File: config.mk
export PLATFORM = sky130hd
export DESIGN_NAME = perip_bus_arbiter
export DESIGN_NICKNAME = d
export VERILOG_FILES = /design/src/rtl/perip_bus_arbiter.sv
export SDC_FILE = /design/constraint.sdc
export NUM_CORES = 1
export LEC_CHECK = 0
export CORE_AREA = 2 2 119 121
export DETAILED_ROUTE_END_ITERATION = 8
export DIE_AREA = 0 0 121 123
export PLACE_DENSITY = 0.54
export SETUP_SLACK_MARGIN = 0.02
export SLEW_MARGIN = 20
export SYNTH_ARGS = -nofsm -noshare
export SYNTH_HDL_FRONTEND = slang
export SYNTH_SLANG_ARGS = --single-unit
File: constraint.sdc
create_clock -name clk -period 2.7 [get_ports clk]
set_clock_uncertainty 0.15 [all_clocks]
set_input_delay 0.81 -clock clk [delete_from_list [all_inputs] [get_ports clk]]
set_output_delay 0.81 -clock clk [all_outputs]
set_load 0.03 [all_outputs]
File: src/rtl/perip_bus_arbiter.sv
// Two-master arbiter for the shared peripheral bus with bounded round-robin fairness.
// Grant and perip_* are same-cycle combinational; read data returns one cycle after grant; masters hold req until gnt.
module perip_bus_arbiter #(
    parameter int ADDR_W    = 32,
    parameter int DATA_W    = 32,
    parameter int BURST_MAX = 4
) (
    input  logic              clk,
    input  logic              rst,

    input  logic              m0_req,
    input  logic [ADDR_W-1:0] m0_addr,
    input  logic [DATA_W-1:0] m0_wdata,
    input  logic              m0_wen,
    input  logic [1:0]        m0_mask,
    output logic              m0_gnt,
    output logic              m0_rvalid,
    output logic [DATA_W-1:0] m0_rdata,

    input  logic              m1_req,
    input  logic [ADDR_W-1:0] m1_addr,
    input  logic [DATA_W-1:0] m1_wdata,
    input  logic              m1_wen,
    input  logic [1:0]        m1_mask,
    output logic              m1_gnt,
    output logic              m1_rvalid,
    output logic [DATA_W-1:0] m1_rdata,

    output logic [ADDR_W-1:0] perip_addr,
    output logic [DATA_W-1:0] perip_wdata,
    output logic              perip_wen,
    output logic [1:0]        perip_mask,
    input  logic [DATA_W-1:0] perip_rdata
);

    localparam int CNT_W = $clog2(BURST_MAX + 1);

    typedef struct packed {
        logic [ADDR_W-1:0] addr;
        logic [DATA_W-1:0] wdata;
        logic              wen;
        logic [1:0]        mask;
    } bus_req_t;

    logic             owner;
    logic [CNT_W-1:0] burst_cnt;
    logic             rd_pend;
    logic             rd_tag;

    logic     gnt0;
    logic     gnt1;
    logic     any_gnt;
    bus_req_t m0_bus;
    bus_req_t m1_bus;
    bus_req_t sel;

    assign m0_bus = '{addr: m0_addr, wdata: m0_wdata, wen: m0_wen, mask: m0_mask};
    assign m1_bus = '{addr: m1_addr, wdata: m1_wdata, wen: m1_wen, mask: m1_mask};

    // Under contention the owner keeps the bus until its burst allowance runs out.
    always_comb begin
        gnt0 = 1'b0;
        gnt1 = 1'b0;
        if (!rst) begin
            case ({m1_req, m0_req})
                2'b01: gnt0 = 1'b1;
                2'b10: gnt1 = 1'b1;
                2'b11: begin
                    if (burst_cnt < CNT_W'(BURST_MAX)) begin
                        gnt1 = owner;
                        gnt0 = !owner;
                    end else begin
                        gnt1 = !owner;
                        gnt0 = owner;
                    end
                end
                default: ;
            endcase
        end
    end

    assign any_gnt = gnt0 | gnt1;

    always_comb begin
        sel = '0;
        if (gnt1)
            sel = m1_bus;
        else if (gnt0)
            sel = m0_bus;
    end

    assign m0_gnt      = gnt0;
    assign m1_gnt      = gnt1;
    assign perip_addr  = sel.addr;
    assign perip_wdata = sel.wdata;
    assign perip_wen   = sel.wen;
    assign perip_mask  = sel.mask;

    always_ff @(posedge clk) begin
        if (rst) begin
            owner     <= 1'b0;
            burst_cnt <= '0;
            rd_pend   <= 1'b0;
            rd_tag    <= 1'b0;
        end else begin
            // Idle cycles leave the fairness state untouched.
            if (any_gnt) begin
                if (gnt1 == owner) begin
                    if (burst_cnt != CNT_W'(BURST_MAX))
                        burst_cnt <= burst_cnt + CNT_W'(1);
                end else begin
                    owner     <= gnt1;
                    burst_cnt <= CNT_W'(1);
                end
            end
            rd_pend <= any_gnt && !sel.wen;
            if (any_gnt && !sel.wen)
                rd_tag <= gnt1;
        end
    end

    // Gating with rst drops a response that would land while reset is asserted.
    assign m0_rvalid = rd_pend && !rd_tag && !rst;
    assign m1_rvalid = rd_pend &&  rd_tag && !rst;
    assign m0_rdata  = m0_rvalid ? perip_rdata : '0;
    assign m1_rdata  = m1_rvalid ? perip_rdata : '0;

endmodule

==> reports/qor.log <==
INFO  routing        detail_route.wl_per_cell=19.1microns
INFO  routing        met2_wirelength=7650microns
INFO  placed_design  dp_hpwl=8660microns
INFO  timing         period_share=108%
INFO  die            die_height=123microns
INFO  yosys          synthArstFlopShare=0%
INFO  layout         drive_gt1_share=61.7%
INFO  worst_hold_path hold_path.class=reg -> reg
INFO  worst_setup_path required_time_of_the_critical_path=1740ps
INFO  yosys          synth-seq-area-share=8.02%
INFO  layout         layout.filler_cells=1251
INFO  timing         fmax=343MHz
INFO  worst_setup_path crit_path_start=rst
INFO  grt            grt_max_degree=28
INFO  layout         insertedDiodeCount=0
INFO  pwr            power.share.clock=15.7%
INFO  yosys          synth-simple-area-share=31.8%
INFO  yosys          synth_compound_area_share=46.6%
INFO  die            design.portCount=305
INFO  pwr            internal_power=969uW
INFO  timing         finalSetupViolCount=133
INFO  grt            aggregate_global_route_resource_usage=15.3%
INFO  clocking       clk_pin_slew_worst_paths=30ps
INFO  clocking       cts_made_buffers=3
INFO  placed_design  placed_cells_incl_taps=672
INFO  pwr            ir_worst_vdd=150uV
INFO  yosys          synthesis.area_per_instance=7.72squm
INFO  clocking       root_buffer=sky130_fd_sc_hd__clkbuf_16
INFO  die            die_area=0.0149sqmm
INFO  yosys          synth.top_cells.by_area=sky130_fd_sc_hd__a22o_1, sky130_fd_sc_hd__and2_1, sky130_fd_sc_hd__dfxtp_1
INFO  routing        vias=3047
INFO  yosys          synth_top_area_cell=sky130_fd_sc_hd__a22o_1
INFO  yosys          main_combinational_cell_family_by_area_after_synthesis=compound AO/OA/AOI/OAI gates
INFO  grt            grt_overflow_total=0
INFO  pwr            combinationalPowerShare=77.4%
INFO  timing         rsz0062_at_grt=true
INFO  yosys          yosys.area_share.xor_xnor=0.585%
INFO  clocking       clock_tree.htree_level_count=1
INFO  grt            first_pass_grt_wire_length=17500microns
INFO  layout         most_common_library_cell_in_the_layout_ignoring_fill_and_taps=sky130_fd_sc_hd__clkdlybuf4s50_1
INFO  pwr            total_power=1.51mW
INFO  routing        ant_nets=0
INFO  timing         final.min_clock_period=2920ps
INFO  timing         slew_violations=0
INFO  clocking       tritoncts_num_sinks=6
INFO  grt            grt_pass1_vias=3150
INFO  worst_setup_path worstSetupStartpointType=primary input
INFO  yosys          synthesis.area=0.00150sqmm
INFO  routing        detailedRoute.firstPassIterationCount=4
INFO  routing        met1_length=4590microns
INFO  yosys          synth_top_area_share=39.2%
INFO  placed_design  gp_routability_congestion=0.718
INFO  timing         setup_tns=-19370ps
INFO  yosys          synth_mux_area_share=0.668%
INFO  worst_setup_path worst_r2r_startpoint=burst_cnt[0]$_SDFFE_PP0P_
INFO  worst_setup_path worst-r2r-setup-slack=1080ps
INFO  placed_design  buffer_ports.inserted=304
INFO  die            die_x=121microns
INFO  yosys          ys_ff_latch=6
INFO  routing        detail_route.vias_per_cell=4.29
INFO  pwr            swShare=35.9%
INFO  yosys          netlist-cell-type-count=33
INFO  routing        drt_first_iter_violations=50
INFO  yosys          mappedNetlistNets=366
INFO  worst_setup_path worstPathArrival=1960ps
INFO  die            placeableCoreArea=0.0136sqmm
INFO  flow_run       cap_violations=0
INFO  routing        detail_route.drc_violations=0
INFO  timing         tightestPinTransition=483ps
INFO  clocking       cts.hold.buffers_added=0
INFO  die            fp-row-count=43
INFO  worst_hold_path worst_hold_startpoint=burst_cnt[0]$_SDFFE_PP0P_
INFO  yosys          synth_enable_flop_cells=0
INFO  timing         relSlewSlack=67.8%
INFO  routing        route.met3.wl=1080microns
INFO  layout         areaGrowthSynthToFinish=327%
INFO  pwr            p_per_area=236mW/mm^2
INFO  worst_setup_path path_max_fanout=5
INFO  outcome        outcome=finished with violations
INFO  clocking       max_clock_buf_depth=2
INFO  pwr            power.share.sequential=6.9%
INFO  pwr            leakage=2.89nW
INFO  timing         final-hold-violation-count=0
INFO  routing        wirelength=13600microns
INFO  layout         design.final.nets=704
INFO  layout         post_layout_nonfiller_instances=710
INFO  yosys          synth-main-ff-cell=sky130_fd_sc_hd__dfxtp_1
INFO  yosys          synth_fa_ha_area_share=1.67%
INFO  yosys          netlist_instances=194
INFO  timing         post-route-worst-setup-slack=-219ps
INFO  worst_setup_path class_of_the_most_critical_setup_path=in -> out
INFO  clocking       clock_insertion_delay_worst_skew=230ps
INFO  layout         layout.cells.most_common_list=sky130_fd_sc_hd__clkdlybuf4s50_1, sky130_fd_sc_hd__buf_6, sky130_fd_sc_hd__and2_4, sky130_fd_sc_hd__a22o_4
INFO  pwr            p_switching=542uW
INFO  clocking       cts_tree=built
INFO  outcome        violated_checks=negative setup slack
INFO  grt            grt_antenna_before_repair=0
INFO  routing        highest_routing_layer_actually_used=met4
INFO  die            starting_density=11.0%
INFO  yosys          yosys_warnings=0
INFO  worst_setup_path worstSetupEndpointType=output pin
metrics by stage:
stage                     worst slack (ps)  instance area [sq um]  utilization (%)  hold slack [ps]
after floorplan                      -44.1                   1830                -              306
after global placement                -617                   4870             35.8              325
after detailed placement              -622                   4870             35.8              331
after CTS                             -278                   6150             45.2              339
after global routing                  -266                   6400             47.0              351
final                                 -219                   6400             47.0              339
kinds of logic after synthesis:
family                     count (synthesis)
and+or+nand+nor                           75
AOI/OAI and AO/OA                         81
xor gates and xnor gates                   1
muxes                                      1
adders and majority gates                  2
buffers and inverters                     28
DFF                                        6
what timing repair did:
item,4_1_cts,5_1_grt
buffers inserted,18,1
cloned,13,9
setup endpoints to repair,135,135
resized for setup,218,59
pin swaps,30,35
synthesized netlist by cell type (all sizes together) (2+ instances only):
library cell	instances
ha	2
and2	64
nor2	2
o21ai	3
nand2b	2
buf	16
clkbuf	7
inv	5
a22o	67
dfxtp	6
worst max-delay path, stage by stage:
cell	delay, ps
sky130_fd_sc_hd__buf_8	100
sky130_fd_sc_hd__a211o_1	320
sky130_fd_sc_hd__inv_4	80
sky130_fd_sc_hd__buf_6	110
sky130_fd_sc_hd__buf_4	140
sky130_fd_sc_hd__clkbuf_16	140
sky130_fd_sc_hd__a22o_2	140
sky130_fd_sc_hd__buf_6	120
power by group through the flow:
stage	clock, mW	sequential [mW]	combinational (mW)
finish	0.237	0.104	1.17
global route	0.245	0.105	1.22
global placement	0	0.104	0.894
floorplan	0	0.102	0.421
CTS	0.240	0.104	1.12
detailed placement	0	0.104	0.897
metal layers:
metal	vias up	GRT usage, %
met2	192	31.6
met5	-	0
met3	18	3.55
met4	0	2.98
met1	1418	15.3
li1	1419	-
final timing paths:
| path | to | depth (start not counted) |
|---|---|---|
| worst max-delay path | perip_wdata[20] | 8 |
| worst min-delay path | burst_cnt[0]$_SDFFE_PP0P_ | 1 |
| worst max register to register | burst_cnt[2]$_SDFFE_PP0P_ | 5 |
| worst min register to register | burst_cnt[0]$_SDFFE_PP0P_ | 1 |
flip-flops by register name, summed over array words and instances, names as in the netlist:
name,flops
rd_pend,1
burst_cnt,3
rd_tag,1
owner,1
layout make-up:
class | instances | area (sq um) | area share [%]
Timing Repair Buffer | 355 | 4100 | 64.2
Multi-Input combinational cell | 161 | 1850 | 28.9
Tap cell | 180 | 225 | 3.52
Sequential cell | 6 | 121 | 1.90
Clock buffer | 3 | 75.1 | 1.17
Inverter | 5 | 21.3 | 0.332
No activity file was read; power rests on OpenSTA's default activity.
